## src/rtl/chronometer_multimode.sv

```systemverilog
// rtl/chronometer_multimode.sv - min:sec up/down stopwatch core with 1 s prescaler; lap capture built only when CHRONO_LAP_EN is defined
module chronometer_multimode #(
    parameter int CLK_DIV = 100_000_000,
    parameter int MIN_W   = 8
) (
    input  logic             i_sys_clk,
    input  logic             i_hw_reset_n,
    input  logic             i_cmd_start,
    input  logic             i_cmd_stop,
    input  logic             i_cmd_reset,
    input  logic             i_mode_down,
    input  logic             i_load_valid,
    input  logic [MIN_W-1:0] i_load_min,
    input  logic [5:0]       i_load_sec,
    input  logic             i_cmd_lap,
    output logic [MIN_W-1:0] o_val_min,
    output logic [5:0]       o_val_sec,
    output logic [1:0]       o_fsm_state,
    output logic             o_expired,
    output logic [MIN_W-1:0] o_lap_min,
    output logic [5:0]       o_lap_sec,
    output logic             o_lap_valid
);

    localparam int               PW      = $clog2(CLK_DIV);
    localparam logic [PW-1:0]    PS_LAST = PW'(CLK_DIV - 1);
    localparam logic [MIN_W-1:0] MIN_MAX = '1;

    typedef enum logic [1:0] {
        ST_IDLE   = 2'b00,
        ST_RUN    = 2'b01,
        ST_PAUSED = 2'b10,
        ST_DONE   = 2'b11
    } state_t;

    state_t           state, state_nxt;
    logic [PW-1:0]    ps, ps_nxt;
    logic [MIN_W-1:0] cnt_min, min_nxt;
    logic [5:0]       cnt_sec, sec_nxt;
    logic             mode, mode_nxt;
    logic             expired, expired_nxt;
    logic             at_zero;

    assign at_zero = (cnt_min == '0) && (cnt_sec == 6'd0);

    always_ff @(posedge i_sys_clk or negedge i_hw_reset_n) begin
        if (!i_hw_reset_n) begin
            state   <= ST_IDLE;
            ps      <= '0;
            cnt_min <= '0;
            cnt_sec <= 6'd0;
            mode    <= 1'b0;
            expired <= 1'b0;
        end else begin
            state   <= state_nxt;
            ps      <= ps_nxt;
            cnt_min <= min_nxt;
            cnt_sec <= sec_nxt;
            mode    <= mode_nxt;
            expired <= expired_nxt;
        end
    end

    always_comb begin
        state_nxt   = state;
        ps_nxt      = ps;
        min_nxt     = cnt_min;
        sec_nxt     = cnt_sec;
        mode_nxt    = mode;
        expired_nxt = 1'b0;
        if (i_cmd_reset) begin
            state_nxt = ST_IDLE;
            ps_nxt    = '0;
            min_nxt   = '0;
            sec_nxt   = 6'd0;
        end else begin
            case (state)
                ST_IDLE: begin
                    if (!i_cmd_stop && i_cmd_start) begin
                        if (!(i_mode_down && at_zero)) begin
                            state_nxt = ST_RUN;
                            mode_nxt  = i_mode_down;
                            ps_nxt    = '0;
                        end
                    end else if (!i_cmd_stop && i_load_valid) begin
                        min_nxt = i_load_min;
                        sec_nxt = (i_load_sec > 6'd59) ? 6'd59 : i_load_sec;
                    end
                end
                ST_RUN: begin
                    // A stop on the tick cycle suppresses the tick and keeps the prescaler at its last value,
                    // so the resumed second replays that tick immediately.
                    if (i_cmd_stop) begin
                        state_nxt = ST_PAUSED;
                    end else if (ps != PS_LAST) begin
                        ps_nxt = ps + 1'b1;
                    end else begin
                        ps_nxt = '0;
                        if (!mode) begin
                            if (cnt_min == MIN_MAX && cnt_sec == 6'd59) begin
                                state_nxt   = ST_DONE;
                                expired_nxt = 1'b1;
                            end else if (cnt_sec == 6'd59) begin
                                sec_nxt = 6'd0;
                                min_nxt = cnt_min + 1'b1;
                            end else begin
                                sec_nxt = cnt_sec + 6'd1;
                            end
                        end else if (at_zero) begin
                            state_nxt   = ST_DONE;
                            expired_nxt = 1'b1;
                        end else if (cnt_sec == 6'd0) begin
                            sec_nxt = 6'd59;
                            min_nxt = cnt_min - 1'b1;
                        end else begin
                            sec_nxt = cnt_sec - 6'd1;
                            if (cnt_min == '0 && cnt_sec == 6'd1) begin
                                state_nxt   = ST_DONE;
                                expired_nxt = 1'b1;
                            end
                        end
                    end
                end
                ST_PAUSED: begin
                    if (!i_cmd_stop && i_cmd_start) begin
                        state_nxt = ST_RUN;
                    end
                end
                default: begin
                    state_nxt = ST_DONE;
                end
            endcase
        end
    end

    assign o_val_min   = cnt_min;
    assign o_val_sec   = cnt_sec;
    assign o_fsm_state = state;
    assign o_expired   = expired;

`ifdef CHRONO_LAP_EN
    logic [MIN_W-1:0] lap_min;
    logic [5:0]       lap_sec;
    logic             lap_valid;
    logic             lap_take;

    // Registers sampled here are the pre-tick values, so a lap on a tick cycle reports the old time.
    assign lap_take = i_cmd_lap && !i_cmd_stop && !i_cmd_start && !i_load_valid &&
                      (state == ST_RUN || state == ST_PAUSED);

    always_ff @(posedge i_sys_clk or negedge i_hw_reset_n) begin
        if (!i_hw_reset_n) begin
            lap_min   <= '0;
            lap_sec   <= 6'd0;
            lap_valid <= 1'b0;
        end else if (i_cmd_reset) begin
            lap_valid <= 1'b0;
        end else if (lap_take) begin
            lap_min   <= cnt_min;
            lap_sec   <= cnt_sec;
            lap_valid <= 1'b1;
        end
    end

    assign o_lap_min   = lap_min;
    assign o_lap_sec   = lap_sec;
    assign o_lap_valid = lap_valid;
`else
    logic unused_lap;
    assign unused_lap  = i_cmd_lap;
    assign o_lap_min   = '0;
    assign o_lap_sec   = 6'd0;
    assign o_lap_valid = 1'b0;
`endif

endmodule

```

## config.mk

```make
export PLATFORM = sky130hd
export DESIGN_NAME = chronometer_multimode
export DESIGN_NICKNAME = d
export VERILOG_FILES = /design/src/rtl/chronometer_multimode.sv
export SDC_FILE = /design/constraint.sdc
export NUM_CORES = 1
export LEC_CHECK = 0
export BUFFER_PORTS_ARGS = -buffer_cell sky130_fd_sc_hd__buf_2
export CORE_MARGIN = 2
export CORE_UTILIZATION = 55
export DETAILED_ROUTE_END_ITERATION = 10
export GPL_ROUTABILITY_DRIVEN = 0
export HOLD_SLACK_MARGIN = 0.15
export PLACE_DENSITY = 0.76
export SYNTH_ARGS = -nofsm -noshare
export SYNTH_HDL_FRONTEND = slang
export SYNTH_SLANG_ARGS = --single-unit
```

## constraint.sdc

```tcl
create_clock -name i_sys_clk -period 2.8 [get_ports i_sys_clk]
set_input_delay 0.56 -clock i_sys_clk [delete_from_list [all_inputs] [get_ports i_sys_clk]]
set_output_delay 0.56 -clock i_sys_clk [all_outputs]
set_load 0.1 [all_outputs]
```

==> impl_metrics.csv, run 1 <==
group,metric,value,unit
run_status,outcome,"complete, no violations",
yosys,synthMuxAreaShare,0.603,%
drt,detail-route-antenna-nets,0,
power,p_leak,1.52,nW
drt,num_vias,3176,
cells_and_area,fillers,526,
global_routing,grt_pass1_wl,13700,microns
timing,rsz0062_at_grt,"false",
clock_tree,cts.reportedPaths.clkPinSlew,90,ps
global_routing,grt_overflow,0,
timing,hold_viol,0,
power,p_per_area,517,nW/um^2
placed_design,hpwl,6100,microns
clock_tree,cts.sinks,45,
cells_and_area,drive_above_1_share,15.4,%
yosys,synth_area_leaders,"dfrtp_1 34%, o21ai_0 4.8%, nor2_1 4.7%",
drt,wl_per_cell,16.0,microns
floorplan,die_area,6670,sq um
floorplan,rows,28,
yosys,synthFlopType,"dfrtp_1",
drt,drt_first_pass_iters,7,
yosys,synth_top_family_by_area,"simple AND/OR/NAND/NOR gates",
floorplan,die_w,81.7,microns
critical_path,r2r_end,"o_val_min[0]",
drt,drt-vias-per-instance,6.06,
critical_path,r2r_slack,160,ps
drt,wl_met1,3630,microns
yosys,synth_compound_area_share,18.5,%
critical_path,worstPathMaxFanout,16,
placed_design,port_buffers,37,
yosys,syn_avg_cell_area,8.10,sq um
timing,drv_slew,0,
clock_tree,clk_latency,300,ps
yosys,async_flop_share,100,%
yosys,syn_area,3320,sq um
clock_tree,htree_levels,2,
power,p_total,1.88,mW
timing,worst_clock_skew,9.39,ps
yosys,yosys.area_share.simple,29.1,%
critical_path,start_kind,"flop",
yosys,synthCells,410,
yosys,synth_top_area_share,33.9,%
hold_path,holdCritPathClass,"in -> async",
critical_path,cp-startpoint,"ps[0]",
critical_path,crit_type,"reg -> reg",
drt,drt_iter0_markers,200,
clock_tree,ctsResizeCount,0,
clock_tree,post-cts-setup-buffer-count,0,
timing,fmax,0.379,GHz
floorplan,die_h,81.7,microns
timing,tightest_slew,887,ps
timing,hold_slack,171,ps
floorplan,ios,54,
floorplan,coreArea,5890,sq um
drt,top_layer_used,"met4",
critical_path,endpoint_kind,"flop",
global_routing,grt_max_degree,31,
global_routing,antenna_found_initial,0,
clock_tree,holdBufCountCts,0,
timing,fin_crit,2640,ps
yosys,yosysSeqAreaShare,33.9,%
yosys,synthAdderAreaFrac,4.75,%
cells_and_area,fin_nets,482,
drt,drc,0,
critical_path,reg2reg_depth,7,
critical_path,arrival,2860,ps
job,drv_cap,0,
timing,period_share,94.4,%
yosys,yosysUniqueCellTypes,60,
clock_tree,cts_root_buf,"clkbuf_8",
drt,route.met2.wl,4190,microns
yosys,post_synth_xor_area_fraction,4.75,%
timing,maxSlewHeadroom,40.4,%
timing,setup_viol,0,
drt,finalWirelength,8370,microns
critical_path,cp-endpoint,"o_val_min[0]",
power,ir_drop,384,uV
yosys,synth-edff-count,0,
critical_path,cp.required,3020,ps
clock_tree,clockBufferDepth,2,
clock_tree,cts_buffers,5,
global_routing,grt_pass1_vias,2930,
cells_and_area,area.growth.synth_to_final,9.88,%
timing,setup_tns,0,ps
yosys,synth_area_leader_cell,"dfrtp_1",
cells_and_area,fin_util,62.0,%
yosys,ys_warn_count,0,
critical_path,timing.rr.start,"ps[0]",
floorplan,initial_utilization,56.4,%
global_routing,grt.total_usage,26.1,%
drt,met3_length,450,microns
cells_and_area,num_antenna_cells,0,
clock_tree,tritoncts,"yes",
yosys,synth-seq-cells,45,
-- kinds of logic (layout without fill, tap and decap cells) --
logic type,after synthesis,after routing
other,1,15
muxes,2,2
xor gates and xnor gates,18,18
AOI/OAI and AO/OA,98,98
DFF,45,45
buffers and inverters,51,76
adders and majority gates,12,12
and+or+nand+nor,183,183
-- worst max-delay path, cell delays in order, from the launching register on --
cell and delay, ps:
dfrtp_1 380, ha_1 250, nand3_1 150, or4_1 570
nor4_2 450, a21oi_2 280, or3_1 400, o21ai_0 80
-- per-layer routing --
layer | GRT usage (%) | vias up
li1 | - | 1534
met4 | 7.33 | 0
met3 | 3.85 | 9
met2 | 45.4 | 101
met1 | 33.9 | 1532
met5 | 0 | -
-- cell type report --
type / instances / area, sq um / area share, %
repair buffers: 51 / 290 / 7.96
well taps: 75 / 93.8 / 2.57
multi-input cells: 328 / 1970 / 54.1
clock inverters: 1 / 5.00 / 0.137
flip-flops and latches: 45 / 1130 / 30.9
clock buffers: 7 / 96.3 / 2.64
inverters: 17 / 63.8 / 1.75
-- placed cells by master (no fill, tap or decap), types with 7 or more instances in the layout --
cell type	count
dfrtp_1	45
nor2_1	42
buf_2	37
nand2_1	33
o21ai_0	32
a21oi_1	21
nor3_1	21
nand3_1	17
inv_1	16
conb_1	15
buf_4	14
nor4_1	11
or3_1	11
xnor2_1	11
ha_1	11
nand4_1	10
xor2_1	7
o31ai_1	7
clkbuf_8	7
-- cell usage after synthesis, types with 7 or more instances --
cell / instances
clkbuf_1: 12
buf_4: 17
o21ai_0: 32
ha_1: 11
nor2_1: 42
nor4_1: 11
nand2_1: 33
a21oi_1: 21
xnor2_1: 11
or3_1: 11
nand4_1: 10
xor2_1: 7
inv_1: 16
nor3_1: 21
dfrtp_1: 45
nand3_1: 17
o31ai_1: 7
-- through the flow --
| step | worst slack, ps | cells | area (sq um) |
|---|---|---|---|
| detailed placement | 177 | 516 | 3550 |
| floorplan | 72.9 | 424 | 3370 |
| CTS | 160 | 524 | 3650 |
| finish | 158 | 524 | 3650 |
| global placement | 225 | 516 | 3550 |
| global route | 20.9 | 524 | 3650 |
-- worst min-delay path by stage --
stage / end / cells after the start / start
finish: o_val_min[5] / 1 / i_hw_reset_n
global placement: ps[1] / 2 / ps[1]
detailed placement: ps[16] / 1 / ps[16]
CTS: o_val_min[5] / 1 / i_hw_reset_n
global route: o_val_min[4] / 1 / i_hw_reset_n
floorplan: mode / 0 / i_hw_reset_n
-- state kept, by name (all words and copies together) (netlist names) --
signal / count
o_expired: 1
ps: 27
mode: 1
o_fsm_state: 2
o_val_min: 8
o_val_sec: 6
-- where the power goes --
group / switching [mW] / internal, mW / total [mW]
Sequential: 0.0418 / 0.674 / 0.716
Clock: 0.227 / 0.223 / 0.451
Combinational: 0.518 / 0.201 / 0.718
Total: 0.787 / 1.10 / 1.88
Note: power is estimated with default switching activity, not from simulation.
==> run 2, diff against run 1 <==
Settings changed: ABC_AREA set to 1, BUFFER_PORTS_ARGS -buffer_cell sky130_fd_sc_hd__buf_2 to -buffer_cell sky130_fd_sc_hd__clkbuf_2, PLACE_DENSITY 0.76 to 0.75.
==> impl_metrics.csv, run 2 <==
group,metric,value,unit
yosys,syn_avg_cell_area,6.60,sq um
timing,drv_slew,0,
timing,fin_crit,2110,ps
placed_design,hpwl,6430,microns
timing,tightest_slew,541,ps
yosys,ys_top_cells_by_count,"165 x nand2_1, 82 x nor2_1, 55 x inv_1",
cells_and_area,fin_util,61.2,%
global_routing,grt.met1_usage,31.8,%
power,ir_drop,795,uV
critical_path,worstPathMaxFanout,19,
timing,period_share,75.3,%
cells_and_area,stdcell_count,662,
global_routing,grt_pass1_vias,3242,
cells_and_area,mostFrequentLayoutCell,"nand2_1",
floorplan,die_h,85.1,microns
yosys,yosysUniqueCellTypes,41,
timing,worst_clock_skew,9.29,ps
yosys,synth_compound_area_share,8.85,%
global_routing,grt_overflow,0,
cells_and_area,drive_above_1_share,12.1,%
drt,detail-route-antenna-nets,0,
run_status,outcome,"complete, no violations",
job,drv_cap,0,
timing,fmax,0.475,GHz
yosys,synth.most_common_cell,"nand2_1",
drt,drt_iter0_markers,152,
yosys,synthFlopType,"dfrtp_1",
yosys,yosys.area_share.simple,41.1,%
critical_path,arrival,2360,ps
cells_and_area,num_antenna_cells,0,
global_routing,grt_busiest_layer,"met2",
cells_and_area,area.growth.synth_to_final,7.26,%
drt,drt-vias-per-instance,5.34,
placed_design,port_buffers,37,
cells_and_area,regMostFlops,"ps",
yosys,synth-edff-count,0,
global_routing,antenna_found_initial,0,
floorplan,initial_utilization,57.0,%
floorplan,die_area,7250,sq um
floorplan,rows,29,
drt,finalWirelength,8450,microns
timing,hold_viol,0,
yosys,syn_area,3620,sq um
yosys,post_synth_xor_area_fraction,2.90,%
hold_path,holdCritPathClass,"in -> async",
power,p_per_area,813,nW/um^2
cells_and_area,fillers,619,
cells_and_area,fin_nets,618,
global_routing,grt.total_usage,24.5,%
timing,maxSlewHeadroom,64.1,%
power,p_leak,1.88,nW
timing,setup_tns,0,ps
power,p_switching,1.78,mW
yosys,synthMuxAreaShare,0,%
power,pwr-share-clk,13.3,%
critical_path,endpoint_kind,"flop",
clock_tree,post-cts-setup-buffer-count,0,
cells_and_area,multi_input_area,2130,sq um
global_routing,grt_util_met3,3.89,%
clock_tree,cts_buffers,5,
global_routing,grt_max_degree,32,
yosys,synth_area_leader_cell,"dfrtp_1",
power,p_int,1.38,mW
floorplan,die_w,85.1,microns
clock_tree,htree_levels,2,
yosys,synth_top_family_by_area,"simple AND/OR/NAND/NOR gates",
yosys,synthAdderAreaFrac,4.35,%
drt,drc,0,
cells_and_area,largest_register_ffs,27,
yosys,synthCells,549,
drt,wl_per_cell,12.8,microns
placed_design,place_inst,654,
power,swShare,56.4,%
cells_and_area,mostFrequentLayoutCells,"165 x nand2_1, 82 x nor2_1, 55 x inv_1, 48 x nand3_1, 45 x dfrtp_1",
yosys,synth_top_area_share,31.1,%
power,seqPwrFrac,27.9,%
drt,num_vias,3533,
yosys,async_flop_share,100,%
timing,rsz0062_at_grt,"false",
global_routing,grt_pass1_wl,14500,microns
power,power_frac_comb,58.8,%
clock_tree,cts.sinks,45,
cells_and_area,seq_area,1130,sq um
yosys,yosysSeqAreaShare,31.1,%
yosys,synth_area_leaders,"dfrtp_1 31%, nand2_1 17%, nor2_1 8.5%",
clock_tree,clk_latency,300,ps
clock_tree,ctsResizeCount,0,
timing,setup_viol,0,
clock_tree,tritoncts,"yes",
clock_tree,cts_root_buf,"clkbuf_8",
clock_tree,holdBufCountCts,0,
clock_tree,cts.reportedPaths.clkPinSlew,90,ps
yosys,ys_warn_count,0,
drt,drt_first_pass_iters,5,
yosys,synth-seq-cells,45,
floorplan,ios,54,
global_routing,grtUsageMet2,43.2,%
critical_path,start_kind,"flop",
floorplan,coreArea,6350,sq um
clock_tree,clockBufferDepth,2,
critical_path,crit_type,"reg -> reg",
critical_path,cp.required,3050,ps
## run 2: cell types whose count changed after synthesis, sizes merged, moves of 6 or more
cell / change
clkbuf: -10
inv: +44
nand2: +139
nand3: +32
nor2: +45
nor3: -14
nor4: -12
o21ai: -17
o31ai: -6
or3: -11
## run 2: final cells by class
| type | instances | share of cell area [%] |
|---|---|---|
| Multi-Input combinational cell | 430 | 54.8 |
| Sequential cell | 45 | 29.0 |
| Inverter | 62 | 6.06 |
| Timing Repair Buffer | 40 | 5.35 |
| Tap cell | 77 | 2.48 |
| Clock buffer | 5 | 1.77 |
| Clock inverter | 3 | 0.580 |
## run 2: path summary, 6_finish.rpt
kind | from | to | slack (ps) | cells past startpoint
setup / recovery | o_fsm_state[1] | o_val_min[5] | 690 | 8
hold / removal | i_hw_reset_n | ps[5] | 150 | 1
setup reg to reg | o_fsm_state[1] | o_val_min[5] | 690 | 8
hold reg to reg | ps[25] | ps[25] | 520 | 2
max in group asynchronous | i_hw_reset_n | o_val_sec[3] | 1910 | 2
min in group i_sys_clk | i_mode_down | mode | 500 | 3
## run 2: worst max-delay path: stages, from the launching register on
cell,delay (ps)
dfrtp_1,430
inv_1,70
nand2_1,380
inv_2,280
nand4_1,220
nand2_2,120
nor3_2,380
nand2_1,90
nand2_1,70
## run 2: power by group through the flow
stage                     clock, mW  combinational [mW]  sequential (mW)
final                         0.421                1.86            0.880
after global routing          0.463                2.03            0.897
after CTS                     0.436                1.85            0.877
after detailed placement          0                1.85            0.888
after global placement            0                1.81            0.884
after floorplan                   0                1.05             1.38
## run 2: cells by family (layout without fill, tap and decap cells)
| group | count (synthesis) | after routing |
|---|---|---|
| buffers and inverters | 88 | 110 |
| AOI/OAI and AO/OA | 56 | 56 |
| xor gates and xnor gates | 12 | 12 |
| other | 1 | 15 |
| DFF | 45 | 45 |
| adders and majority gates | 12 | 12 |
| and+or+nand+nor | 335 | 335 |
## run 2: metrics by stage
step                      hold WS, ps  total power, mW  setup WS, ps  cell area (sq um)
after floorplan                   264             2.43           459               3670
after global placement            486             2.70           645               3790
after detailed placement          493             2.73           592               3790
after CTS                         152             3.16           728               3880
after global routing              162             3.39           524               3880
final                             147             3.16           693               3880
## run 2: layer usage
layer / wire length (microns) / part of all wire, %
met1: 3880 / 46
met2: 4170 / 49
met3: 346 / 4.1
met4: 57 / 0.67
met5: 0 / 0
==> run 3, diff against run 2 <==
Clock period 2.8 ns to 2 ns, I/O delays scaled along.
==> impl_metrics.csv, run 3 (synthesis gave the netlist of run 2 again) <==
group,metric,value,unit
clock_tree,clockBufferDepth,2,
critical_path,worstPathMaxFanout,6,
global_routing,grt_overflow,0,
global_routing,grt_pass1_wl,15200,microns
power,p_leak,1.94,nW
power,pwr-share-clk,12.9,%
power,ir_drop,1100,uV
timing,fin_crit,1880,ps
critical_path,arrival,2130,ps
timing,hold_slack,353,ps
power,seqPwrFrac,27.6,%
timing,maxSlewHeadroom,63.8,%
cells_and_area,regMostFlops,"ps",
power,swShare,55.4,%
placed_design,hpwl,6880,microns
cells_and_area,mostFrequentLayoutCell,"nand2_1",
timing,tightest_slew,546,ps
clock_tree,clk_latency,300,ps
placed_design,port_buffers,37,
timing,fmax,0.531,GHz
critical_path,cp.required,2240,ps
timing,drv_slew,0,
clock_tree,cts_root_buf,"clkbuf_8",
clock_tree,tritoncts,"yes",
drt,detail-route-antenna-nets,0,
floorplan,die_area,7250,sq um
drt,drt-vias-per-instance,5.30,
global_routing,grt.total_usage,25.4,%
floorplan,die_h,85.1,microns
drt,drt_first_pass_iters,4,
cells_and_area,mostFrequentLayoutCells,"164 x nand2_1, 80 x nor2_1, 54 x inv_1, 48 x nand3_1, 37 x clkbuf_2",
timing,period_share,94.1,%
drt,drt_iter0_markers,165,
floorplan,rows,29,
cells_and_area,fillers,589,
floorplan,ios,54,
timing,worst_clock_skew,3.94,ps
critical_path,max_stage_delay,380,ps
clock_tree,cts.sinks,45,
cells_and_area,fin_nets,634,
timing,setup_tns,0,ps
job,drv_cap,0,
clock_tree,htree_levels,2,
clock_tree,cts.reportedPaths.clkPinSlew,90,ps
global_routing,grt_pass1_vias,3452,
power,power_frac_comb,59.5,%
cells_and_area,area.growth.synth_to_final,12.5,%
critical_path,endpoint_kind,"flop",
critical_path,start_kind,"flop",
timing,setup_viol,0,
power,p_per_area,1130,nW/um^2
floorplan,coreArea,6350,sq um
critical_path,crit_path_top_delay_cell,"dfrtp_1",
cells_and_area,num_antenna_cells,0,
hold_path,holdCritPathClass,"in -> reg",
global_routing,antenna_found_initial,0,
critical_path,cpLargestDelayFamily,"simple AND/OR/NAND/NOR gates",
cells_and_area,fin_util,64.1,%
floorplan,die_w,85.1,microns
critical_path,crit_buf_inv,2,
power,p_int,2.05,mW
drt,drc,0,
clock_tree,cts_buffers,5,
run_status,outcome,"complete, no violations",
floorplan,initial_utilization,57.0,%
cells_and_area,largest_register_ffs,27,
timing,hold_viol,0,
drt,wl_per_cell,13.0,microns
cells_and_area,drive_above_1_share,17.8,%
critical_path,crit_type,"reg -> reg",
power,p_switching,2.55,mW
drt,finalWirelength,8800,microns
drt,num_vias,3594,
global_routing,grt_max_degree,28,
critical_path,cp_cell_sequence,"ha_1 > inv_1 > nor2_4 > nand2_1 > nor2_2 > nand2_2 > nand2_4 > nand2_4 > nor2_8 > buf_12 > nand3_1 > nand2_1",
## run 3: changes by cell type in the layout (fill, tap and decap cells not counted), moves of 2 or more
cell      previous run  this run
buf_4                3        16
nor2_2               3         5
inv_2                4         6
dfrtp_1             45        29
clkinv_4             2         0
buf_12               0         2
nor2_1              82        80
dfrtp_2              0        16
## run 3: cell type report
cell class / count / area, sq um / share of cell area, %
Clock inverter: 3 / 21.3 / 0.522
Tap cell: 77 / 96.3 / 2.37
Sequential cell: 45 / 1150 / 28.1
Clock buffer: 5 / 68.8 / 1.69
Multi-Input combinational cell: 430 / 2150 / 52.8
Inverter: 62 / 235 / 5.78
Timing Repair Buffer: 56 / 355 / 8.73
## run 3: stage by stage
step	total power, mW	setup WS [ps]	std cells	area (sq um)
after floorplan	3.42	6.52	563	3690
after global placement	3.85	138	665	3910
after detailed placement	3.93	60.6	665	3910
after CTS	4.54	36.1	674	4010
after global routing	4.92	-21.8	678	4070
final	4.60	117	678	4070
## run 3: worst min-delay path, delay by kind of cell
family | cells | cell delay [ps]
buffers and inverters | 2 | 150
AOI/OAI and AO/OA | 1 | 70
## run 3: layer usage
| metal | share of wire (%) | global-route usage [%] | vias to the layer above |
|---|---|---|---|
| li1 | - | - | 1818 |
| met1 | 42 | 31.2 | 1674 |
| met2 | 52 | 45.7 | 91 |
| met3 | 4.0 | 3.50 | 11 |
| met4 | 1.5 | 8.23 | 0 |
| met5 | 0 | 0 | - |
## run 3: final timing paths
kind | end | start | cells after the start | slack [ps]
worst max-delay path | o_val_sec[2] | ps[1] | 12 | 120
worst min-delay path | mode | i_mode_down | 3 | 350
worst max register to register | o_val_sec[2] | ps[1] | 12 | 120
worst min register to register | ps[25] | ps[25] | 2 | 540
max in group asynchronous | o_val_sec[4] | i_hw_reset_n | 3 | 1110
min in group asynchronous | ps[12] | i_hw_reset_n | 2 | 450
## run 3: power by group through the flow
stage	clock, mW	sequential [mW]	combinational (mW)
global route	0.641	1.29	2.98
finish	0.591	1.27	2.74
detailed placement	0	1.28	2.65
global placement	0	1.28	2.57
floorplan	0	1.95	1.47
CTS	0.613	1.26	2.66
## run 3: timing repair
action | 4_1_cts | 5_1_grt
endpoints found under the hold margin | 30 | 0
hold buffers | 1 | 0
resized for setup | 0 | 8
endpoints found under the setup margin | 0 | 13
setup buffers | 0 | 4
